===== config.mk =====
export PLATFORM = sky130hd
export DESIGN_NAME = pe_host_seq
export DESIGN_NICKNAME = d
export VERILOG_FILES = /design/src/rtl/pe_host_seq_pkg.sv /design/src/rtl/pe_host_fifo2.sv /design/src/rtl/pe_host_seq.sv
export SDC_FILE = /design/constraint.sdc
export NUM_CORES = 1
export LEC_CHECK = 0
export CORE_MARGIN = 3
export CORE_UTILIZATION = 31
export DETAILED_ROUTE_END_ITERATION = 16
export GPL_ROUTABILITY_DRIVEN = 0
export PLACE_DENSITY = 0.56
export REMOVE_ABC_BUFFERS = 1
export SETUP_SLACK_MARGIN = 0.5
export SYNTH_ARGS = -nofsm -noshare
export SYNTH_HDL_FRONTEND = slang
export SYNTH_SLANG_ARGS = --single-unit

===== constraint.sdc =====
create_clock -name aclk -period 4.9 [get_ports aclk]
set_input_delay 0.735 -clock aclk [delete_from_list [all_inputs] [get_ports aclk]]
set_output_delay 0.735 -clock aclk [all_outputs]
set_load 0.02 [all_outputs]

===== src/rtl/pe_host_seq_pkg.sv =====
// Shared types and constants for the PE host sequencer.
// Latency: n/a (declarations only).
// Backpressure: n/a.
//
// Holds the sequencer state enumeration, default matrix sizing and the
// word index where the vector/result region starts (N*N).
package pe_host_seq_pkg;

  typedef enum logic [2:0] {
    S_IDLE  = 3'd0,
    S_LOAD  = 3'd1,
    S_START = 3'd2,
    S_WAIT  = 3'd3,
    S_READ  = 3'd4,
    S_DRAIN = 3'd5
  } state_t;

  localparam int DEF_VECTOR_SIZE = 64;
  localparam int DEF_L_RAM_SIZE  = 6;

  // Vector words (and later the results) live right after the N*N matrix.
  localparam int RESULT_BASE = DEF_VECTOR_SIZE * DEF_VECTOR_SIZE;

  function automatic int result_base(input int n);
    return n * n;
  endfunction

endpackage


===== src/rtl/pe_host_fifo2.sv =====
// Two-entry 32-bit FIFO buffering BRAM read results for the output stream.
// Latency: a pushed word is visible at o_dat the cycle after the push.
// Backpressure: pushes while full (without a pop) and pops while empty are dropped.
//
// Ports: i_clk/i_rst_n clock and async active-low reset; i_push/i_dat write side;
//        i_pop read side; o_dat head word; o_count occupancy 0..2; o_empty.
module pe_host_fifo2 (
  input  logic        i_clk,
  input  logic        i_rst_n,
  input  logic        i_push,
  input  logic [31:0] i_dat,
  input  logic        i_pop,
  output logic [31:0] o_dat,
  output logic [1:0]  o_count,
  output logic        o_empty
);

  logic [31:0] r_mem [2];
  logic        r_wr_ptr;
  logic        r_rd_ptr;
  logic [1:0]  r_count;
  logic        w_do_push;
  logic        w_do_pop;

  assign w_do_pop  = i_pop && (r_count != 2'd0);
  assign w_do_push = i_push && ((r_count != 2'd2) || w_do_pop);

  always_ff @(posedge i_clk or negedge i_rst_n) begin
    if (!i_rst_n) begin
      r_mem[0] <= '0;
      r_mem[1] <= '0;
      r_wr_ptr <= 1'b0;
      r_rd_ptr <= 1'b0;
      r_count  <= 2'd0;
    end else begin
      if (w_do_push) begin
        r_mem[r_wr_ptr] <= i_dat;
        r_wr_ptr        <= ~r_wr_ptr;
      end
      if (w_do_pop) begin
        r_rd_ptr <= ~r_rd_ptr;
      end
      r_count <= r_count + 2'(w_do_push) - 2'(w_do_pop);
    end
  end

  assign o_dat   = r_mem[r_rd_ptr];
  assign o_count = r_count;
  assign o_empty = (r_count == 2'd0);

endmodule


===== src/rtl/pe_host_seq.sv =====
// Host-side job sequencer: streams matrix+vector into BRAM, kicks the PE, streams results out.
// Latency: first result m_valid 2 cycles after READ entry; 1 result/cycle with m_ready high.
// Backpressure: s_ready only in LOAD; result reads throttled so FIFO + in-flight never exceeds 2.
//
// Ports: aclk/aresetn; cmd_start job request; s_data/s_valid/s_ready load stream;
//        pe_start/pe_done PE handshake; bram_* single BRAM port (byte addresses);
//        m_data/m_valid/m_ready/m_last result stream; busy; timeout_err (sticky).
module pe_host_seq
  import pe_host_seq_pkg::*;
#(
  parameter int VECTOR_SIZE    = DEF_VECTOR_SIZE,
  parameter int L_RAM_SIZE     = DEF_L_RAM_SIZE,
  parameter int TIMEOUT_CYCLES = 1048576
) (
  input  logic        aclk,
  input  logic        aresetn,
  input  logic        cmd_start,
  input  logic [31:0] s_data,
  input  logic        s_valid,
  output logic        s_ready,
  output logic        pe_start,
  input  logic        pe_done,
  output logic [31:0] bram_addr,
  output logic [31:0] bram_wrdata,
  output logic [3:0]  bram_we,
  output logic        bram_en,
  input  logic [31:0] bram_rddata,
  output logic [31:0] m_data,
  output logic        m_valid,
  input  logic        m_ready,
  output logic        m_last,
  output logic        busy,
  output logic        timeout_err
);

  localparam int          WCW       = 2 * L_RAM_SIZE + 2;
  localparam int          RIW       = L_RAM_SIZE + 1;
  localparam int          NUM_WORDS = VECTOR_SIZE * VECTOR_SIZE + VECTOR_SIZE;
  localparam int          RES_BASE  = result_base(VECTOR_SIZE);
  localparam logic [31:0] TO_LOAD   = 32'(TIMEOUT_CYCLES - 1);

  state_t         r_state;
  state_t         w_next;
  logic [WCW-1:0] r_wcnt;
  logic [RIW-1:0] r_rd_idx;
  logic [RIW-1:0] r_out_idx;
  logic [31:0]    r_tmo;
  logic           r_inflight;
  logic           r_timeout_err;
  logic           w_load_beat;
  logic           w_rd_issue;
  logic           w_pop;
  logic [1:0]     w_fifo_cnt;
  logic           w_fifo_empty;
  logic [2:0]     w_occ;

  assign m_valid     = !w_fifo_empty;
  assign w_pop       = m_valid && m_ready;
  assign m_last      = m_valid && (r_out_idx == RIW'(VECTOR_SIZE - 1));
  assign busy        = (r_state != S_IDLE);
  assign timeout_err = r_timeout_err;
  // A slot freed by this cycle's pop may be reused, which keeps 1 result/cycle flowing.
  assign w_occ       = 3'(w_fifo_cnt) + 3'(r_inflight) - 3'(w_pop);

  always_ff @(posedge aclk or negedge aresetn) begin
    if (!aresetn) begin
      r_state <= S_IDLE;
    end else begin
      r_state <= w_next;
    end
  end

  always_comb begin
    w_next      = r_state;
    s_ready     = 1'b0;
    pe_start    = 1'b0;
    bram_en     = 1'b0;
    bram_we     = 4'h0;
    bram_addr   = 32'd0;
    bram_wrdata = 32'd0;
    w_load_beat = 1'b0;
    w_rd_issue  = 1'b0;
    case (r_state)
      S_IDLE: begin
        if (cmd_start) w_next = S_LOAD;
      end
      S_LOAD: begin
        s_ready = 1'b1;
        if (s_valid) begin
          w_load_beat = 1'b1;
          bram_en     = 1'b1;
          bram_we     = 4'hF;
          bram_addr   = 32'(r_wcnt) << 2;
          bram_wrdata = s_data;
          if (r_wcnt == WCW'(NUM_WORDS - 1)) w_next = S_START;
        end
      end
      S_START: begin
        pe_start = 1'b1;
        w_next   = S_WAIT;
      end
      S_WAIT: begin
        // pe_done takes priority over an expiring counter.
        if (pe_done) w_next = S_READ;
        else if (r_tmo == 32'd0) w_next = S_IDLE;
      end
      S_READ: begin
        if (w_occ < 3'd2) begin
          w_rd_issue = 1'b1;
          bram_en    = 1'b1;
          bram_addr  = (32'(RES_BASE) + 32'(r_rd_idx)) << 2;
          if (r_rd_idx == RIW'(VECTOR_SIZE - 1)) w_next = S_DRAIN;
        end
      end
      S_DRAIN: begin
        if (w_pop && m_last) w_next = S_IDLE;
      end
      default: w_next = S_IDLE;
    endcase
  end

  always_ff @(posedge aclk or negedge aresetn) begin
    if (!aresetn) begin
      r_wcnt        <= '0;
      r_rd_idx      <= '0;
      r_out_idx     <= '0;
      r_tmo         <= 32'd0;
      r_inflight    <= 1'b0;
      r_timeout_err <= 1'b0;
    end else begin
      r_inflight <= w_rd_issue;
      if (r_state == S_IDLE && cmd_start) begin
        r_wcnt        <= '0;
        r_rd_idx      <= '0;
        r_out_idx     <= '0;
        r_timeout_err <= 1'b0;
      end
      if (w_load_beat) r_wcnt <= r_wcnt + 1'b1;
      if (r_state == S_START) begin
        r_tmo <= TO_LOAD;
      end else if (r_state == S_WAIT && !pe_done) begin
        if (r_tmo == 32'd0) r_timeout_err <= 1'b1;
        else r_tmo <= r_tmo - 1'b1;
      end
      if (w_rd_issue) r_rd_idx <= r_rd_idx + 1'b1;
      if (w_pop) r_out_idx <= r_out_idx + 1'b1;
    end
  end

  // BRAM data returns one cycle after the read, so the FIFO push is the registered issue.
  pe_host_fifo2 u_fifo (
    .i_clk   (aclk),
    .i_rst_n (aresetn),
    .i_push  (r_inflight),
    .i_dat   (bram_rddata),
    .i_pop   (w_pop),
    .o_dat   (m_data),
    .o_count (w_fifo_cnt),
    .o_empty (w_fifo_empty)
  );

endmodule


==> results of run 1 <==
## area by class of cell
cell class	instances	area [um^2]
clock inverter	12	177.7
tap	280	350.3
fill	2099	12570
multi-input combinational	473	3413
clock buffer	20	446.7
timing repair buffer	174	1692
sequential	133	3328
inverter	13	48.80
## metrics by stage
step                area [um^2]  total power [mW]  hold slack (ps)  cells
global placement           8843             3.169            461.1   1073
detailed placement         8843             3.178            468.6   1073
finish                     9457             4.483            409.4   1105
global route               9457             4.746            487.7   1105
CTS                        9457             4.542            461.6   1105
floorplan                  6782             2.465            439.4    619
## worst max-delay path: stages
cell and delay, ps:
clkdlybuf4s50_1 430, o21ai_1 110, inv_1 80, ha_1 290, inv_1 70, nand2_1 60
fa_1 370, xor2_1 160, or4_1 530, inv_2 150, a22o_1 150, dlygate4sd2_1 330
## worst max path at each step
stage / from / endpoint / slack [ps]
after floorplan: m_ready / bram_addr[8] / 840
after global placement: m_ready / bram_addr[5] / 390
after detailed placement: m_ready / bram_addr[8] / 320
after CTS: m_ready / bram_addr[8] / 660
after global routing: m_ready / bram_addr[4] / 500
final: m_ready / bram_addr[4] / 700
## cell usage in the layout, fill, tap and decap left out, types with 10 or more instances in the layout
cell type,Yosys,routed
nand2_1,42,42
or3_1,12,12
inv_1,12,11
conb_1,1,18
mux2_2,96,96
a22o_1,10,10
o31ai_1,13,13
clkbuf_16,0,17
or4_1,16,16
nand3_1,24,24
nor2_1,33,32
buf_4,24,16
nor4_1,15,14
and2_1,41,41
o21ai_0,43,43
clkdlybuf4s50_1,0,148
mux2i_1,11,11
dfrtp_1,133,133
## layer usage
| layer | track usage (%) | vias up |
|---|---|---|
| met5 | 0 | - |
| met4 | 3.877 | 0 |
| met3 | 3.816 | 17 |
| met2 | 22.95 | 178 |
| met1 | 18.67 | 2688 |
| li1 | - | 2665 |
## power by group through the flow
| stage | combinational (mW) | sequential (mW) | clock (mW) |
|---|---|---|---|
| 5_1_grt | 1.77 | 1.55 | 1.42 |
| 2_1_floorplan | 0.953 | 1.51 | 0 |
| 6_report | 1.62 | 1.51 | 1.35 |
| 3_5_place_dp | 1.65 | 1.53 | 0 |
| 4_1_cts | 1.65 | 1.51 | 1.38 |
| 3_3_place_gp | 1.64 | 1.53 | 0 |
## cells by family (layout without fill, tap and decap cells)
family	count (synthesis)	count (layout)	share of synthesized area (%)
and+or+nand+nor	238	238	19.30
DFF	133	133	47.40
muxes	107	107	16.96
AOI/OAI and AO/OA	92	92	8.482
buffers and inverters	70	219	5.025
xor gates and xnor gates	10	10	1.247
adders and majority gates	8	8	1.532
other	1	18	0.05341
## registers in the layout (all words and copies together), names as in the netlist
name             flops
u_fifo.r_mem        64
r_tmo               32
r_wcnt              14
r_out_idx            7
r_rd_idx             7
r_state              3
u_fifo.o_count       2
r_inflight           1
timeout_err          1
u_fifo.r_rd_ptr      1
u_fifo.r_wr_ptr      1
==> out/qor.csv, run 1 <==
metric,value,unit
Max Slew Vio Count,0,
TritonCTS clock tree,done,
Synth warnings,0,
crit start category,primary input,
share of cells above drive strength 1,19.39,%
root buffer cell,clkbuf_16,
top post-synthesis cells by count,"133 x dfrtp_1, 96 x mux2_2, 43 x o21ai_0",
reg2reg path depth,13,
total gr overflow,0,
most frequent cell after synthesis,dfrtp_1,
antenna violations before repair,0,
Max Cap Violations,0,
Overall Global Routing Usage,14.13,%
ranking of synthesized cells by area,"dfrtp_1 47%, mux2_2 15%, and2_1 3.7%, o21ai_0 3.1%, buf_4 2.6%",
Syn Area/Cell,10.66,um^2
remaining antenna violation count,0,
final setup TNS,0,ps
Final #Nets,890,
post-synthesis cell count,659,
RSZ-0062 raised after global routing,false,
cell internal pwr,3.032,mW
global-route wire length before repair,28110,um
CP Capture Type,output pin,
"Seq/Total Area, Yosys",47.40,%
register bit total from synthesis,133,
WS Path Type,primary input to output pin,
DR top layer,met4,
relative slew slack,38.76,%
Max VDD drop,0.0001871,V
"Core Util, Final",42.93,%
min Tclk post-route,4200,ps
outcome,"complete, no violations",
final WL,17110,um
skew final,8.576,ps
post-CTS sizing,10,
area grow syn2layout,34.68,%
first drt pass iteration count,4,
Row Count,54,
port bufs,158,
worst-margin pin slew,911.0,ps
post-detail-place hpwl,11580,um
CTS Buf Count,17,
core area,22030,um^2
Cell Pwr Density,474.1,nW/um^2
die area,24490,um^2
met3 WL,941,um
Die X,156.5,um
Post-CTS Hold Buffers,0,
switch share,32.36,%
drt first-iter violations,297,
reg2reg start,u_fifo.o_count[1],
pre-CTS setup slack,320.8,ps
Worst-Skew Late Latency,420,ps
"EDFF count, synth",0,
final setup margin,700.2,ps
HP Class,primary input to async pin,
Crit Path Max Fanout,8,
I/O pin total,177,
Yosys cell types,53,
Crit path required time,4160,ps
Final Cycle Share,85.71,%
Final Setup Violations,0,
vias,5548,
H-tree depth,4,
# diodes,0,
clock-pin slew on the worst setup and hold paths,60,ps
Clock Power Share,30.1,%
combinational share of power,36.2,%
switching power,1.451,mW
Die H,156.5,um
Most used DFF post-synth,dfrtp_1,
Fmax achieved,238.1,MHz
vias in the first global route,5497,
post-CTS setup buffer count,0,
Post-route DRC,0,
Initial Utilization,31.88,%
met2 wire length,7821,um
Flop pwr share,33.8,%
synthesized cell area,7022,um^2
clock tree buffer depth,2,
"area leader, netlist",dfrtp_1,
Num Clock Sinks,133,
largest net degree at the start of global routing,97,
static leakage,4.018,nW
R2R Path End,r_rd_idx[5],
vias per inst,5.021,
Reg2Reg Setup Slack,1840,ps
metal1 wirelength,8163,um
Worst Path Arrival,3460,ps
wire per inst,15.49,um
Synth top area share,47.40,%
endpoints failing hold,0,
Async SR Flop Fraction,100.0,%
Power figures use the tool's default switching activity.
==> inputs of run 2 (changes only) <==
--- a/config.mk
+++ b/config.mk
@@ -5,11 +5,13 @@
 export SDC_FILE = /design/constraint.sdc
 export NUM_CORES = 1
 export LEC_CHECK = 0
+export CELL_PAD_IN_SITES_DETAIL_PLACEMENT = 1
+export CELL_PAD_IN_SITES_GLOBAL_PLACEMENT = 1
 export CORE_MARGIN = 3
 export CORE_UTILIZATION = 31
 export DETAILED_ROUTE_END_ITERATION = 16
 export GPL_ROUTABILITY_DRIVEN = 0
-export PLACE_DENSITY = 0.56
+export PLACE_DENSITY = 0.69
 export REMOVE_ABC_BUFFERS = 1
 export SETUP_SLACK_MARGIN = 0.5
 export SYNTH_ARGS = -nofsm -noshare
==> constraint.sdc (replaced) <==
create_clock -name aclk -period 4.9 [get_ports aclk]
set_input_delay 0.98 -clock aclk [delete_from_list [all_inputs] [get_ports aclk]]
set_output_delay 0.98 -clock aclk [all_outputs]
set_load 0.02 [all_outputs]
==> run 2 against run 1 <==
Net effect: register-to-register slack worse by 110 ps; die area is the same; clock skew grew 1.9 ps; largest power group unchanged; worst hold slack improved by 85 ps; combinational power about the same; first-iteration DRC count down 23%; clock power shrank 7%; final cell count grew 0.63%; non-clock buffer count up 7; sequential share of layout area barely moved; critical path type unchanged; flip-flop and latch count unchanged.
==> out/qor.csv, run 2 (same netlist as run 1, synthesis figures left out) <==
metric,value,unit
antenna violations before repair,0,
reg2reg start,u_fifo.o_count[1],
final WL,18320,um
Fin Hold WS,494.1,ps
min Tclk post-route,4260,ps
"most common cell after layout, fill and taps aside",clkdlybuf4s50_1,
biggest registers after layout,"u_fifo.r_mem x64, r_tmo x32, r_wcnt x14",
endpoints failing hold,0,
cell internal pwr,2.955,mW
Initial Utilization,31.88,%
Post-CTS Hold Buffers,0,
Num Clock Sinks,133,
Worst Hold Launch,r_out_idx[5],
share of cells above drive strength 1,21.63,%
"commonest non-fill, non-tap cells in the layout","147 x clkdlybuf4s50_1, 132 x dfrtp_1, 96 x mux2_2",
Fmax achieved,234.7,MHz
largest net degree at the start of global routing,72,
Final Cycle Share,86.94,%
CP cell instances,dlygate4sd2_1 -> o21ai_2 -> inv_1 -> ha_1 -> inv_1 -> nand2_1 -> fa_2 -> nand2_1 -> or4_4 -> inv_6 -> a22o_1 -> buf_2,
beginning of the critical path,m_ready,
first drt pass iteration count,4,
core area,22030,um^2
Flop pwr share,35.3,%
vias,5638,
Row Count,54,
vias per inst,5.070,
R2R Path End,r_rd_idx[6],
TritonCTS clock tree,done,
total gr overflow,0,
Reg2Reg Setup Slack,1730,ps
clock tree buffer depth,2,
RSZ-0062 raised after global routing,false,
Crit Path Max Fanout,8,
wire per inst,16.48,um
reg2reg path depth,14,
area grow syn2layout,34.80,%
Max stage delay on crit path,550,ps
Die X,156.5,um
H-tree depth,4,
hold endpoint,r_out_idx[5],
final setup margin,639.9,ps
Worst-Skew Late Latency,420,ps
post-detail-place hpwl,12760,um
port bufs,158,
worst-margin pin slew,905.7,ps
combinational share of power,36.6,%
Post-route DRC,0,
Max VDD drop,0.0002774,V
Sequential Area,3329,um^2
Fillers,2403,
Min-Delay Path Depth,1,
WS Path Type,primary input to output pin,
I/O pin total,177,
Multi-input gate area,3423,um^2
die area,24490,um^2
pre-CTS setup slack,-182.8,ps
Final Cell Area,9465,um^2
static leakage,4.017,nW
relative slew slack,38.83,%
root buffer cell,clkbuf_16,
HP Class,flop to flop,
switching power,1.506,mW
critical path's slowest cell,fa_2,
Placed Area,8872,um^2
Biggest register,u_fifo.r_mem,
skew final,10.46,ps
CP Capture Type,output pin,
CTS Buf Count,17,
global-route wire length before repair,30350,um
flip-flop count of the largest register after layout,64,
Final Setup Violations,0,
Design Power,4.461,mW
clock-pin slew on the worst setup and hold paths,60,ps
crit start category,primary input,
Max Cap Violations,0,
Clock Power Share,28.1,%
Die H,156.5,um
Worst Path Arrival,3280,ps
outcome,"complete, no violations",
drt first-iter violations,229,
vias in the first global route,5759,
Max Slew Vio Count,0,
Crit path required time,3920,ps
remaining antenna violation count,0,
switch share,33.76,%
# diodes,0,
Final #Nets,897,
Cell Pwr Density,471.3,nW/um^2
Overall Global Routing Usage,15.21,%
-- run 2: changes by cell type in the layout (fill, tap and decap cells not counted), sizes merged --
cell	change
clkbuf	-3
clkdlybuf4s15	-3
clkinvlp	+3
inv	+2
bufinv	-2
dlygate4sd2	-4
clkdlybuf4s50	-1
buf	+16
clkinv	-1
-- run 2: worst max-delay path by stage --
stage / endpoint / slack, ps / cells after the start
3_3_place_gp: bram_addr[5] / -120 / 12
3_5_place_dp: bram_addr[2] / -180 / 12
4_1_cts: bram_addr[8] / 570 / 13
2_1_floorplan: bram_addr[8] / 350 / 11
6_report: bram_addr[5] / 640 / 12
5_1_grt: bram_addr[8] / 500 / 13
-- run 2: critical path: cells and delay by family --
kind                     cells  cell delay, ps
adder cells (fa/ha/maj)      2             830
AO/OA/AOI/OAI                2             210
AND/OR/NAND/NOR              3             600
buffers and inverters        5             660
-- run 2: stage by stage --
stage	util (%)	setup TNS (ps)	instances
final	42.97	0	1112
after global routing	42.97	0	1112
after CTS	42.90	0	1111
after detailed placement	40.28	-1145	1075
after global placement	40.28	-773.0	1075
after floorplan	-	0	619
-- run 2: area by class of cell --
cell class                      instances  share of cell area (%)
Timing Repair Buffer                  181                   18.24
Tap cell                              280                   3.701
Clock inverter                         14                   1.613
Sequential cell                       133                   35.18
Multi-Input combinational cell        473                   36.17
Clock buffer                           18                   4.534
Inverter                               13                  0.5684
-- run 2: power by group through the flow --
stage / combinational, mW / clock, mW / sequential (mW)
after floorplan: 0.953 / 0 / 1.51
after global placement: 1.60 / 0 / 1.59
after detailed placement: 1.62 / 0 / 1.59
after CTS: 1.66 / 1.29 / 1.58
after global routing: 1.78 / 1.35 / 1.62
final: 1.63 / 1.25 / 1.57
-- run 2: metal layers --
layer  track usage [%]  vias to the layer above  wire [um]
met3             4.231                       19       1071
met4             4.502                        0        289
met2             24.23                      157       8421
li1                  -                     2682          -
met1             20.29                     2780       8538
met5                 0                        -          0
-- run 2: what timing repair did --
item,CTS,global route
endpoints found under the setup margin,9,9
buffers inserted,4,1
pin swaps,3,1
gates resized for setup,43,3
